`src/rtl/store_unit.sv`:
```
// store_unit: narrows a 32-bit register value to the SB/SH/SW byte lanes and
// produces lane-aligned write data and byte enables. Aligned stores are queued
// in a small in-order FIFO and presented to data memory over a valid/ack
// handshake. Misaligned stores are dropped and raise a one-cycle address-error
// pulse that also captures the faulting address.
//
// Ports:
//   clk_I, rst_I          clock (rising edge), synchronous active-high reset
//   st_valid_I/st_ready_O store request / unit can accept (FIFO not full)
//   op_I, addr_I, data_I  opcode[31:26], effective byte address, rt value
//   mem_valid_O/mem_ack_I head entry presented / accepted by memory
//   mem_addr_O            word address of head entry
//   mem_wdata_O, mem_be_O lane-aligned write data, byte enables
//   exc_O, badvaddr_O     address-error pulse, last faulting address
//   empty_O               no store outstanding

package store_unit_pkg;

   // Per-entry write payload; the address is stored separately because its
   // width is a module parameter.
   typedef struct packed {
      logic [31:0] wdata;
      logic [3:0]  be;
   } st_payload_t;

endpackage

module store_unit
   import store_unit_pkg::*;
#(
   parameter int unsigned DEPTH = 2,
   parameter int unsigned AW    = 32
) (
   input  logic          clk_I,
   input  logic          rst_I,
   input  logic          st_valid_I,
   output logic          st_ready_O,
   input  logic [5:0]    op_I,
   input  logic [AW-1:0] addr_I,
   input  logic [31:0]   data_I,
   output logic          mem_valid_O,
   input  logic          mem_ack_I,
   output logic [AW-1:0] mem_addr_O,
   output logic [31:0]   mem_wdata_O,
   output logic [3:0]    mem_be_O,
   output logic          exc_O,
   output logic [AW-1:0] badvaddr_O,
   output logic          empty_O
);

   localparam int unsigned PW = $clog2(DEPTH);
   localparam int unsigned CW = PW + 1;

   localparam logic [5:0] OP_SB = 6'b101000;
   localparam logic [5:0] OP_SH = 6'b101001;
   localparam logic [5:0] OP_SW = 6'b101011;

   st_payload_t   payload_q [DEPTH];
   logic [AW-1:0] addr_q    [DEPTH];
   logic [PW-1:0] wr_ptr;
   logic [PW-1:0] rd_ptr;
   logic [CW-1:0] count;

   logic        is_store;
   logic        misaligned;
   logic [3:0]  be_c;
   logic [31:0] wdata_c;
   logic        accept;
   logic        push;
   logic        pop;

   // Opcode decode, lane mapping and alignment check.
   always_comb begin
      is_store   = 1'b0;
      misaligned = 1'b0;
      be_c       = 4'b0000;
      wdata_c    = 32'h0;
      case (op_I)
         OP_SB: begin
            is_store = 1'b1;
            be_c     = 4'b0001 << addr_I[1:0];
            wdata_c  = {4{data_I[7:0]}};
         end
         OP_SH: begin
            is_store   = 1'b1;
            misaligned = addr_I[0];
            be_c       = addr_I[1] ? 4'b1100 : 4'b0011;
            wdata_c    = {2{data_I[15:0]}};
         end
         OP_SW: begin
            is_store   = 1'b1;
            misaligned = (addr_I[1:0] != 2'b00);
            be_c       = 4'b1111;
            wdata_c    = data_I;
         end
         default: ;
      endcase
   end

   // Ready depends on the registered count only, so a same-cycle pop never
   // opens a slot for the incoming request.
   assign st_ready_O  = (count != CW'(DEPTH));
   assign empty_O     = (count == '0);
   assign mem_valid_O = !empty_O;

   assign accept = st_valid_I & st_ready_O & is_store;
   assign push   = accept & !misaligned;
   assign pop    = mem_valid_O & mem_ack_I;

   // Head entry; forced to zero while empty so stale storage never shows.
   assign mem_addr_O  = empty_O ? '0    : addr_q[rd_ptr];
   assign mem_wdata_O = empty_O ? 32'h0 : payload_q[rd_ptr].wdata;
   assign mem_be_O    = empty_O ? 4'h0  : payload_q[rd_ptr].be;

   // Entry storage; needs no reset since count gates visibility.
   always_ff @(posedge clk_I) begin
      if (push) begin
         addr_q[wr_ptr]          <= {addr_I[AW-1:2], 2'b00};
         payload_q[wr_ptr].wdata <= wdata_c;
         payload_q[wr_ptr].be    <= be_c;
      end
   end

   // Pointers, occupancy and exception reporting.
   always_ff @(posedge clk_I) begin
      if (rst_I) begin
         wr_ptr     <= '0;
         rd_ptr     <= '0;
         count      <= '0;
         exc_O      <= 1'b0;
         badvaddr_O <= '0;
      end else begin
         if (push) begin
            wr_ptr <= wr_ptr + PW'(1);
         end
         if (pop) begin
            rd_ptr <= rd_ptr + PW'(1);
         end
         case ({push, pop})
            2'b10:   count <= count + CW'(1);
            2'b01:   count <= count - CW'(1);
            default: count <= count;
         endcase
         exc_O <= accept & misaligned;
         if (accept & misaligned) begin
            badvaddr_O <= addr_I;
         end
      end
   end

endmodule

```
`config.mk`:
```
export PLATFORM = sky130hd
export DESIGN_NAME = store_unit
export DESIGN_NICKNAME = d
export VERILOG_FILES = /design/src/rtl/store_unit.sv
export SDC_FILE = /design/constraint.sdc
export NUM_CORES = 1
export LEC_CHECK = 0
export CAP_MARGIN = 20
export CORE_ASPECT_RATIO = 0.75
export CORE_UTILIZATION = 40
export DETAILED_ROUTE_END_ITERATION = 8
export GPL_TIMING_DRIVEN = 0
export PLACE_DENSITY_LB_ADDON = 0.12
export SLEW_MARGIN = 5
export SYNTH_ARGS = -nofsm -noshare
export SYNTH_HDL_FRONTEND = slang
export SYNTH_SLANG_ARGS = --single-unit
```
`constraint.sdc`:
```
create_clock -name clk_I -period 5.6 [get_ports clk_I]
set_input_delay 1.4 -clock clk_I [delete_from_list [all_inputs] [get_ports clk_I]]
set_output_delay 1.4 -clock clk_I [all_outputs]
set_load 0.03 [all_outputs]
```
==> metrics.txt, run 1 <==
sequential area share after synthesis=0.650; Worst Setup Start Kind=flip-flop; die area=18700 sq um; CP required=4.20 ns; post-CTS resize count=0; LEAKAGE=0.00325 uW; nets=830; H-tree depth=4; Final Critical Period=3.97 ns; CTS Sinks=170; worst stage delay on the critical path=0.62 ns; CTS root buffer=clkbuf_16; Adder-Cell Fraction of Synth Area=0.00172; Cell variety after synth=34; die height=119 microns; Avg Inst Size Synth=13.0 sq um; clock-pin slew on the worst setup and hold paths=about 0.06 ns; ANT nets after route=0; setup_tns=0 ns; Routed WL per cell=roughly 18 microns; mux contribution to synthesized area=0.136; Met1 Wirelength=8.62 mm; detailed-route DRC error count=0; pins over their slew limit=0; family with the most delay on the worst path=buffers and inverters; post-synth top area share=0.546; Synth Area in XOR/XNOR=0.00362; num ports=between 150 and 200; clk_skew=approximately 0.0095 ns; area delta synth->final=37.1%; Total GRT Usage=0.199; final period utilization=0.709; sequential group share of total power=0.499; flops & latches, synth=170; DR vias=4868; global-route wire length before repair=27.3 mm; largest net degree at the start of global routing=28; sequence of cells on the critical path=or2_2, inv_1, buf_2, buf_2, nor2_1, clkdlybuf4s50_1; Worst-Skew Late Latency=0.42 ns; Initial Util=0.410; WL final=17.9 mm; Switch Pwr=629 uW; 1st-pass router iterations=4; Simple-Gate Fraction of Synth Area=0.143; CTS Buf Count=17; Top cell by count, worst path=buf_2; initial antenna violation count=0; met3 wire length=~920 microns; total grt overflow=0; number of global-route vias before repair=4912; RSZ-0062 raised after global routing=false; clock network power share=0.403; sw frac=0.231; Hold Path Class=reg -> reg; post-CTS setup buffer count=0; CTS tree=done; synthesized instance count=around 560; Bufs on Longest Clock Path=2; Max Cap Viol=0; Cell Int Power=2100 uW; Buf/Inv on CP=4; Synth Area in Compound Gates=0.0332; Mapped Area=7260 sq um; main combinational cell family by area after synthesis=simple AND/OR/NAND/NOR gates; I/O Buffers=174; CP max stage cell=clkdlybuf4s50_1; gpl congestion=~0.86; Finished Layout Cells=1010; critical path arrival=roughly 2.6 ns; Crit Path Category=reg -> out; ys flop type=edfxtp_1; row cnt=42; f_max=~250 MHz; number of synthesized flops with an enable pin=132; final setup vio count=0; Warnings, synthesis=0; # hold bufs at CTS=0; final hold violations=0; Comb pwr share=0.098; Slew @ Worst Pin=0.600 ns; worst vdd ir=~170 uV; slew margin rel.=0.599; Synth area leader=edfxtp_1; total core area=between 15000 and 20000 sq um; vias per cell=just under 5; initial detailed-routing violation count=284; routed wire length on met2=8.16 mm; Pwr Density=274 nW/um^2; ys async rst share=0; Synth area leaders=edfxtp_1 55%, mux2i_1 13%, dfxtp_1 10%; status=completed; Detailed Place HPWL=13.1 mm; Die W=158 microns; crit-path max FO=10; DR top layer=met4; n_diodes=0; dpl cells=978; Worst setup EP type=primary output; layout cells sized above 1=0.0833
==> final cells by class <==
type / count / area, sq um
sequential: 170 / 4720
buffer: 36 / 215
clock inverter: 12 / 118
tap: 242 / 303
inverter: 4 / 15.0
multi-input combinational: 348 / 2330
clock buffer: 20 / 437
fill: 1504 / 7750
timing repair buffer: 178 / 1820
==> path summary, 6_finish.rpt <==
| kind | cells after the start | start | slack [ns] | to |
|---|---|---|---|---|
| setup reg to reg | 5 | count[0] | 3.52 | addr_q[1][1] |
| hold / removal | 2 | badvaddr_O[2] | 0.47 | badvaddr_O[2] |
| setup / recovery | 6 | count[1] | 1.63 | mem_wdata_O[15] |
| hold reg to reg | 2 | badvaddr_O[2] | 0.47 | badvaddr_O[2] |
==> cell usage after synthesis (2+ instances only) <==
| master | n |
|---|---|
| nor2_1 | 96 |
| dfxtp_1 | 38 |
| clkbuf_1 | 16 |
| xnor2_1 | 2 |
| a22oi_1 | 8 |
| buf_12 | 3 |
| and2_1 | 10 |
| edfxtp_1 | 132 |
| buf_2 | 13 |
| nand2_1 | 17 |
| a21oi_1 | 26 |
| inv_1 | 3 |
| o21ai_0 | 4 |
| mux2i_1 | 97 |
| buf_4 | 4 |
| nand2b_1 | 70 |
==> stage by stage <==
step	power [uW]	util	setup slack, ns	instance area, sq um	hold WS, ns
floorplan	1520	-	0.286	7270	0.479
global placement	1660	0.526	-2.03	9310	0.461
detailed placement	1660	0.531	1.59	9410	0.464
CTS	2760	0.563	1.59	9960	0.478
global route	2820	0.563	1.47	9960	0.493
finish	2730	0.563	1.63	9960	0.473
==> cell families after synthesis <==
group	after synthesis
AND/OR/NAND/NOR	203
multiplexers	98
other	1
buffers and inverters	40
AO/OA/AOI/OAI	41
adder cells (fa/ha/maj)	1
XOR/XNOR	3
flip-flops	170
==> per-layer routing <==
metal / vias up / track usage
met5: - / 0
met4: 0 / 0.0510
met3: 15 / 0.0506
met2: 138 / 0.299
met1: 2365 / 0.285
li1: 2350 / -
==> cell usage in the layout, fill, tap and decap left out, types with 2 or more instances in the layout <==
master	netlist	layout
clkdlybuf4s50_1	0	174
edfxtp_1	132	132
mux2i_1	97	97
nor2_1	96	94
nand2b_1	70	70
dfxtp_1	38	38
a21oi_1	26	26
clkbuf_1	16	19
nand2_1	17	17
clkbuf_16	0	17
buf_2	13	13
and2_1	10	10
a22oi_1	8	8
buf_12	3	7
clkinvlp_4	0	6
o21ai_0	4	4
buf_4	4	4
inv_1	3	3
inv_6	0	3
nor2_4	0	2
xnor2_1	2	2
conb_1	1	2
==> power groups by stage <==
stage,registers (uW),clock network (uW),logic (uW)
2_1_floorplan,1390,0,133
3_5_place_dp,1390,0,269
5_1_grt,1360,1170,287
6_report,1360,1100,269
3_3_place_gp,1390,0,266
4_1_cts,1360,1130,270
==> worst min-delay path, cell delays in order (launching register included) <==
cell	delay, ns
dfxtp_1	0.31
nand2b_1	0.06
mux2i_1	0.05
==> state kept, by name (all words and copies together), names as in the netlist, named ones only <==
signal and flops:
addr_q 60, wr_ptr 1, badvaddr_O 32, count 2, exc_O 1, payload_q 72
rd_ptr 1
Power figures use the tool's default switching activity.
==> run 2, diff against run 1 <==
==> constraint.sdc (replaced) <==
create_clock -name clk_I -period 3.46 [get_ports clk_I]
set_input_delay 0.865 -clock clk_I [delete_from_list [all_inputs] [get_ports clk_I]]
set_output_delay 0.865 -clock clk_I [all_outputs]
set_load 0.03 [all_outputs]
==> metrics.txt, run 2 (same netlist as run 1, synthesis figures left out) <==
Total GRT Usage=0.197 (-0.00223); CTS Buf Count=17 (unchanged); top flop regs=payload_q: 72 flops, addr_q: 60 flops, badvaddr_O: 32 flops; Die W=158 microns (unchanged); clk_skew=0.00830 ns (-0.00117 ns); area delta synth->final=38.2%; RSZ-0062 raised after global routing=false; final setup vio count=0 (unchanged); Initial Util=0.410 (unchanged); number of flip-flops in the largest register=72 (unchanged); CTS Sinks=170 (unchanged); # hold bufs at CTS=0 (unchanged); initial detailed-routing violation count=247 (-13%); status=completed; WL final=17.5 mm (-2.0%); RR Endpoint=addr_q[1][1]; nets=830 (unchanged); Hold Path End=badvaddr_O[10]; Bufs on Longest Clock Path=2 (unchanged); Worst Setup Start Kind=flip-flop; largest net degree at the start of global routing=28 (unchanged); die area=18700 sq um (unchanged); hold path depth=2 (unchanged); num ports=178 (unchanged); DR vias=4772 (-2.0%); Fillers=1503 (-0.066%); final period utilization=0.967; Detailed Place HPWL=13.0 mm (-0.74%); f_max=299 MHz; Slew @ Worst Pin=0.653 ns (+0.0526 ns); post-CTS resize count=2 (+2); total grt overflow=0 (unchanged); ANT nets after route=0 (unchanged); Pwr Density=458 nW/um^2 (+67%); gpl congestion=0.874 (+1.2%); die height=119 microns (unchanged); Max Cap Viol=0 (unchanged); commonest non-fill, non-tap cell in the layout=clkdlybuf4s50_1; n_diodes=0 (unchanged); Crit Path Category=reg -> out; hold_sp=badvaddr_O[10]; final hold violations=0 (unchanged); setup_tns=0 ns (unchanged); initial antenna violation count=0 (unchanged); commonest non-fill, non-tap cells in the layout=172 x clkdlybuf4s50_1, 132 x edfxtp_1, 97 x mux2i_1; pins over their slew limit=0 (unchanged); final worst setup slack=0.112 ns (-1.52 ns); CTS tree=done; total core area=17700 sq um (unchanged); CTS root buffer=clkbuf_16; Worst setup EP type=primary output; Worst-Skew Late Latency=0.43 ns (about the same); post-CTS setup buffer count=0 (unchanged); clock-pin slew on the worst setup and hold paths=0.06 ns (about the same); H-tree depth=4 (unchanged); Routed WL per cell=17.3 microns (-2.0%); row cnt=42 (unchanged); critical path arrival=2.48 ns (-0.09 ns); Most flops, register=payload_q; Hold Path Class=reg -> reg; flop-to-flop setup slack=1.34 ns (-2.18 ns); worst slack, placed=-0.0424 ns (-1.64 ns); slew margin rel.=0.564 (-0.0351); CP required=2.59 ns (-1.61 ns); FF-to-FF Start=count[0]; I/O Buffers=174 (unchanged); detailed-route DRC error count=0 (unchanged); Final Critical Period=3.35 ns; 1st-pass router iterations=4 (unchanged); LEAKAGE=0.00333 uW (+2.6%); global-route wire length before repair=26.8 mm (-1.8%); crit-path max FO=10 (unchanged); worst vdd ir=289 uV (+66%); vias per cell=4.72 (-2.0%); layout cells sized above 1=0.0872 (+0.00391); number of global-route vias before repair=4750 (-3.3%); reg2reg path depth=5 (unchanged)
## run 2: cell count changes in the layout (fill, tap and decap cells not counted), sizes merged
cell	before	now
dlymetal6s2s	0	2
clkdlybuf4s50	174	172
buf	24	22
clkinvlp	6	2
clkbuf	36	35
clkinv	1	5
inv	8	9
bufinv	1	3
## run 2: how the worst max path moves through the flow
stage	end	cells after the start	startpoint
6_report	mem_wdata_O[22]	6	count[1]
5_1_grt	mem_wdata_O[23]	6	count[1]
4_1_cts	mem_wdata_O[12]	6	flip-flop
3_5_place_dp	payload_q[1][9]	7	op_I[2]
3_3_place_gp	addr_q[1][6]	5	op_I[4]
2_1_floorplan	addr_q[0][0]	4	op_I[2]
## run 2: per-layer routing
layer  GRT usage  wire length, microns  part of all wire  vias to the layer above
met2       0.298                  8090              0.46                      121
met4      0.0619                   173            0.0099                        0
li1            -                     -                 -                     2352
met1       0.273                  8270              0.47                     2283
met3      0.0535                   973             0.056                       16
met5           0                     0                 0                        -
## run 2: layout make-up
type / count / area (sq um) / share of cell area
plain buffers: 36 / 228 / 0.0227
multi-input cells: 348 / 2330 / 0.232
flip-flops and latches: 170 / 4720 / 0.471
repair buffers: 178 / 1830 / 0.182
well taps: 242 / 303 / 0.0302
clock buffers: 17 / 425 / 0.0424
clock inverters: 15 / 188 / 0.0187
inverters: 4 / 15.0 / 0.00150
## run 2: critical path, cell delays in order (launching register included)
cell and delay [ns]:
dfxtp_1 0.34, or2_2 0.32, inv_1 0.17, buf_4 0.24, buf_2 0.28, nor2_1 0.09, clkdlybuf4s50_1 0.61
## run 2: stage by stage
stage / util / cell area, sq um / hold WS (ns) / power (uW) / std cells
6_report: 0.567 / 10000 / 0.473 / 4600 / 1010
5_1_grt: 0.567 / 10000 / 0.489 / 4740 / 1010
4_1_cts: 0.566 / 10000 / 0.477 / 4640 / 1010
3_5_place_dp: 0.531 / 9410 / 0.463 / 2680 / 978
3_3_place_gp: 0.526 / 9320 / 0.460 / 2680 / 974
2_1_floorplan: - / 7270 / 0.479 / 2470 / 558
## run 2: power by group
group / switching (uW) / internal [uW] / leakage (uW)
clock network: 811 / 1150 / 0.000293
logic: 232 / 203 / 0.00153
registers: 4.46 / 2200 / 0.00151
total: 1050 / 3550 / 0.00333
==> run 3, diff against run 2 <==
--- a/config.mk
+++ b/config.mk
@@ -6,8 +6,10 @@
 export NUM_CORES = 1
 export LEC_CHECK = 0
 export CAP_MARGIN = 20
+export CELL_PAD_IN_SITES_DETAIL_PLACEMENT = 1
+export CELL_PAD_IN_SITES_GLOBAL_PLACEMENT = 1
 export CORE_ASPECT_RATIO = 0.75
-export CORE_UTILIZATION = 40
+export CORE_UTILIZATION = 36
 export DETAILED_ROUTE_END_ITERATION = 8
 export GPL_TIMING_DRIVEN = 0
 export PLACE_DENSITY_LB_ADDON = 0.12
==> metrics.txt, run 3 (same netlist as run 1, synthesis figures left out) <==
crit-path max FO=10 (unchanged); Cell Int Power=3510 uW (-1.3%); die area=20800 sq um (+11%); status=finished, violations left; layout cells sized above 1=0.0885 (+0.00130); Slew @ Worst Pin=0.705 ns (+0.0515 ns); Worst setup EP type=primary output; final period utilization=0.954 (-0.0135); clock-pin slew on the worst setup and hold paths=0.07 ns (about the same); final setup vio count=0 (unchanged); top flop regs=payload_q: 72 flops, addr_q: 60 flops, badvaddr_O: 32 flops; pins over their slew limit=0 (unchanged); num ports=178 (unchanged); Final Critical Period=3.30 ns (-0.0469 ns); clk_skew=0.00871 ns (+0.000408 ns); commonest non-fill, non-tap cell in the layout=clkdlybuf4s50_1; fin util=0.514 (-0.0530); DR vias=4945 (+3.6%); vias per cell=4.84 (+2.5%); total grt overflow=0 (unchanged); # hold bufs at CTS=0 (unchanged); failing checks=DRC; CTS Sinks=170 (unchanged); CP required=2.59 ns (about the same); setup_tns=0 ns (unchanged); global-route wire length before repair=30.4 mm (+14%); DP Area=9420 sq um (+0.15%); f_max=303 MHz (+1.4%); sw frac=0.236 (+0.00845); gpl congestion=0.852 (-2.6%); CTS root buffer=clkbuf_16; Worst Setup Start Kind=flip-flop; Detailed Place HPWL=14.5 mm (+11%); Worst-Skew Late Latency=0.43 ns (about the same); sequence of cells on the critical path=or2_2, inv_1, buf_4, buf_2, nor2_1, clkdlybuf4s50_1; CP max stage cell=clkdlybuf4s50_1; Bufs on Longest Clock Path=2 (unchanged); CTS tree=done; Comb pwr share=0.097 (+0.002); Most flops, register=payload_q; WL final=19.9 mm (+14%); Pwr Density=457 nW/um^2 (-0.20%); commonest non-fill, non-tap cells in the layout=171 x clkdlybuf4s50_1, 132 x edfxtp_1, 97 x mux2i_1; clock network power share=0.423 (-0.003); fin area=10000 sq um (about the same); LEAKAGE=0.00335 uW (+0.40%); Initial Util=0.372 (-0.0385); total core area=19500 sq um (+10%); worst stage delay on the critical path=0.60 ns (about the same); sequential group share of total power=0.480 (about the same); Max Cap Viol=0 (unchanged); CTS Buf Count=17 (unchanged); Crit Path Category=reg -> out; Total GRT Usage=0.196 (-0.000577); Die W=166 microns (+5.3%); largest net degree at the start of global routing=27 (-3.6%); row cnt=44 (+4.8%); slew margin rel.=0.529 (-0.0344); I/O Buffers=174 (unchanged); initial antenna violation count=0 (unchanged); worst vdd ir=296 uV (+2.2%); Switch Pwr=1080 uW (+3.5%); Fillers=2009 (+34%); die height=125 microns (+5.3%); n_diodes=0 (unchanged); Routed WL per cell=19.5 microns (+12%); number of global-route vias before repair=5281 (+11%); Hold Path Class=reg -> reg; number of flip-flops in the largest register=72 (unchanged); final hold violations=0 (unchanged); RSZ-0062 raised after global routing=false; 1st-pass router iterations=8 (+4); detailed-route DRC error count=10 (+10); area delta synth->final=38.2% (about the same); critical path arrival=2.44 ns (-0.04 ns); H-tree depth=4 (unchanged); nets=830 (unchanged); ANT nets after route=0 (unchanged); initial detailed-routing violation count=213 (-14%)
## run 3: path summary, 6_finish.rpt
path | start | to | slack (ns) | depth (start not counted)
max | count[1] | mem_wdata_O[9] | 0.16 | 6
min | badvaddr_O[6] | badvaddr_O[6] | 0.48 | 2
max reg2reg | count[0] | addr_q[1][23] | 1.29 | 5
min reg2reg | badvaddr_O[6] | badvaddr_O[6] | 0.48 | 2
## run 3: what timing repair did
action	in CTS	in global routing
setup buffers	0	0
endpoints found under the setup margin	22	20
resized for setup	4	6
## run 3: area by class of cell
type / count / area (sq um) / area share
sequential: 170 / 4720 / 0.470
multi-input combinational: 348 / 2330 / 0.232
clock inverter: 13 / 158 / 0.0157
timing repair buffer: 178 / 1830 / 0.182
clock buffer: 19 / 443 / 0.0441
tap: 253 / 317 / 0.0315
inverter: 4 / 15.0 / 0.00150
buffer: 36 / 228 / 0.0227
## run 3: worst max-delay path, delay by kind of cell, from the launching register on
| kind | cells | cell delay [ns] |
|---|---|---|
| DFF | 1 | 0.33 |
| and+or+nand+nor | 2 | 0.40 |
| buffers and inverters | 4 | 1.27 |
## run 3: metal layers
metal	vias to the layer above	routed length, microns	GRT usage
met5	-	0	0
met3	9	991	0.0557
met2	126	9340	0.312
met4	0	141	0.0495
met1	2465	9420	0.264
li1	2345	-	-
## run 3: power groups by stage
stage | registers, uW | logic, uW | clock network (uW)
after floorplan | 2250 | 215 | 0
after global placement | 2250 | 436 | 0
after detailed placement | 2250 | 445 | 0
after CTS | 2200 | 449 | 1990
after global routing | 2200 | 475 | 2070
final | 2200 | 445 | 1940
## run 3: stage by stage
step | hold WS [ns] | worst slack [ns] | power (uW) | cells
2_1_floorplan | 0.479 | -0.217 | 2470 | 558
3_3_place_gp | 0.459 | -1.92 | 2680 | 985
3_5_place_dp | 0.465 | -0.118 | 2690 | 989
4_1_cts | 0.483 | 0.0207 | 4640 | 1021
5_1_grt | 0.501 | 0.00905 | 4740 | 1021
6_report | 0.476 | 0.159 | 4590 | 1021
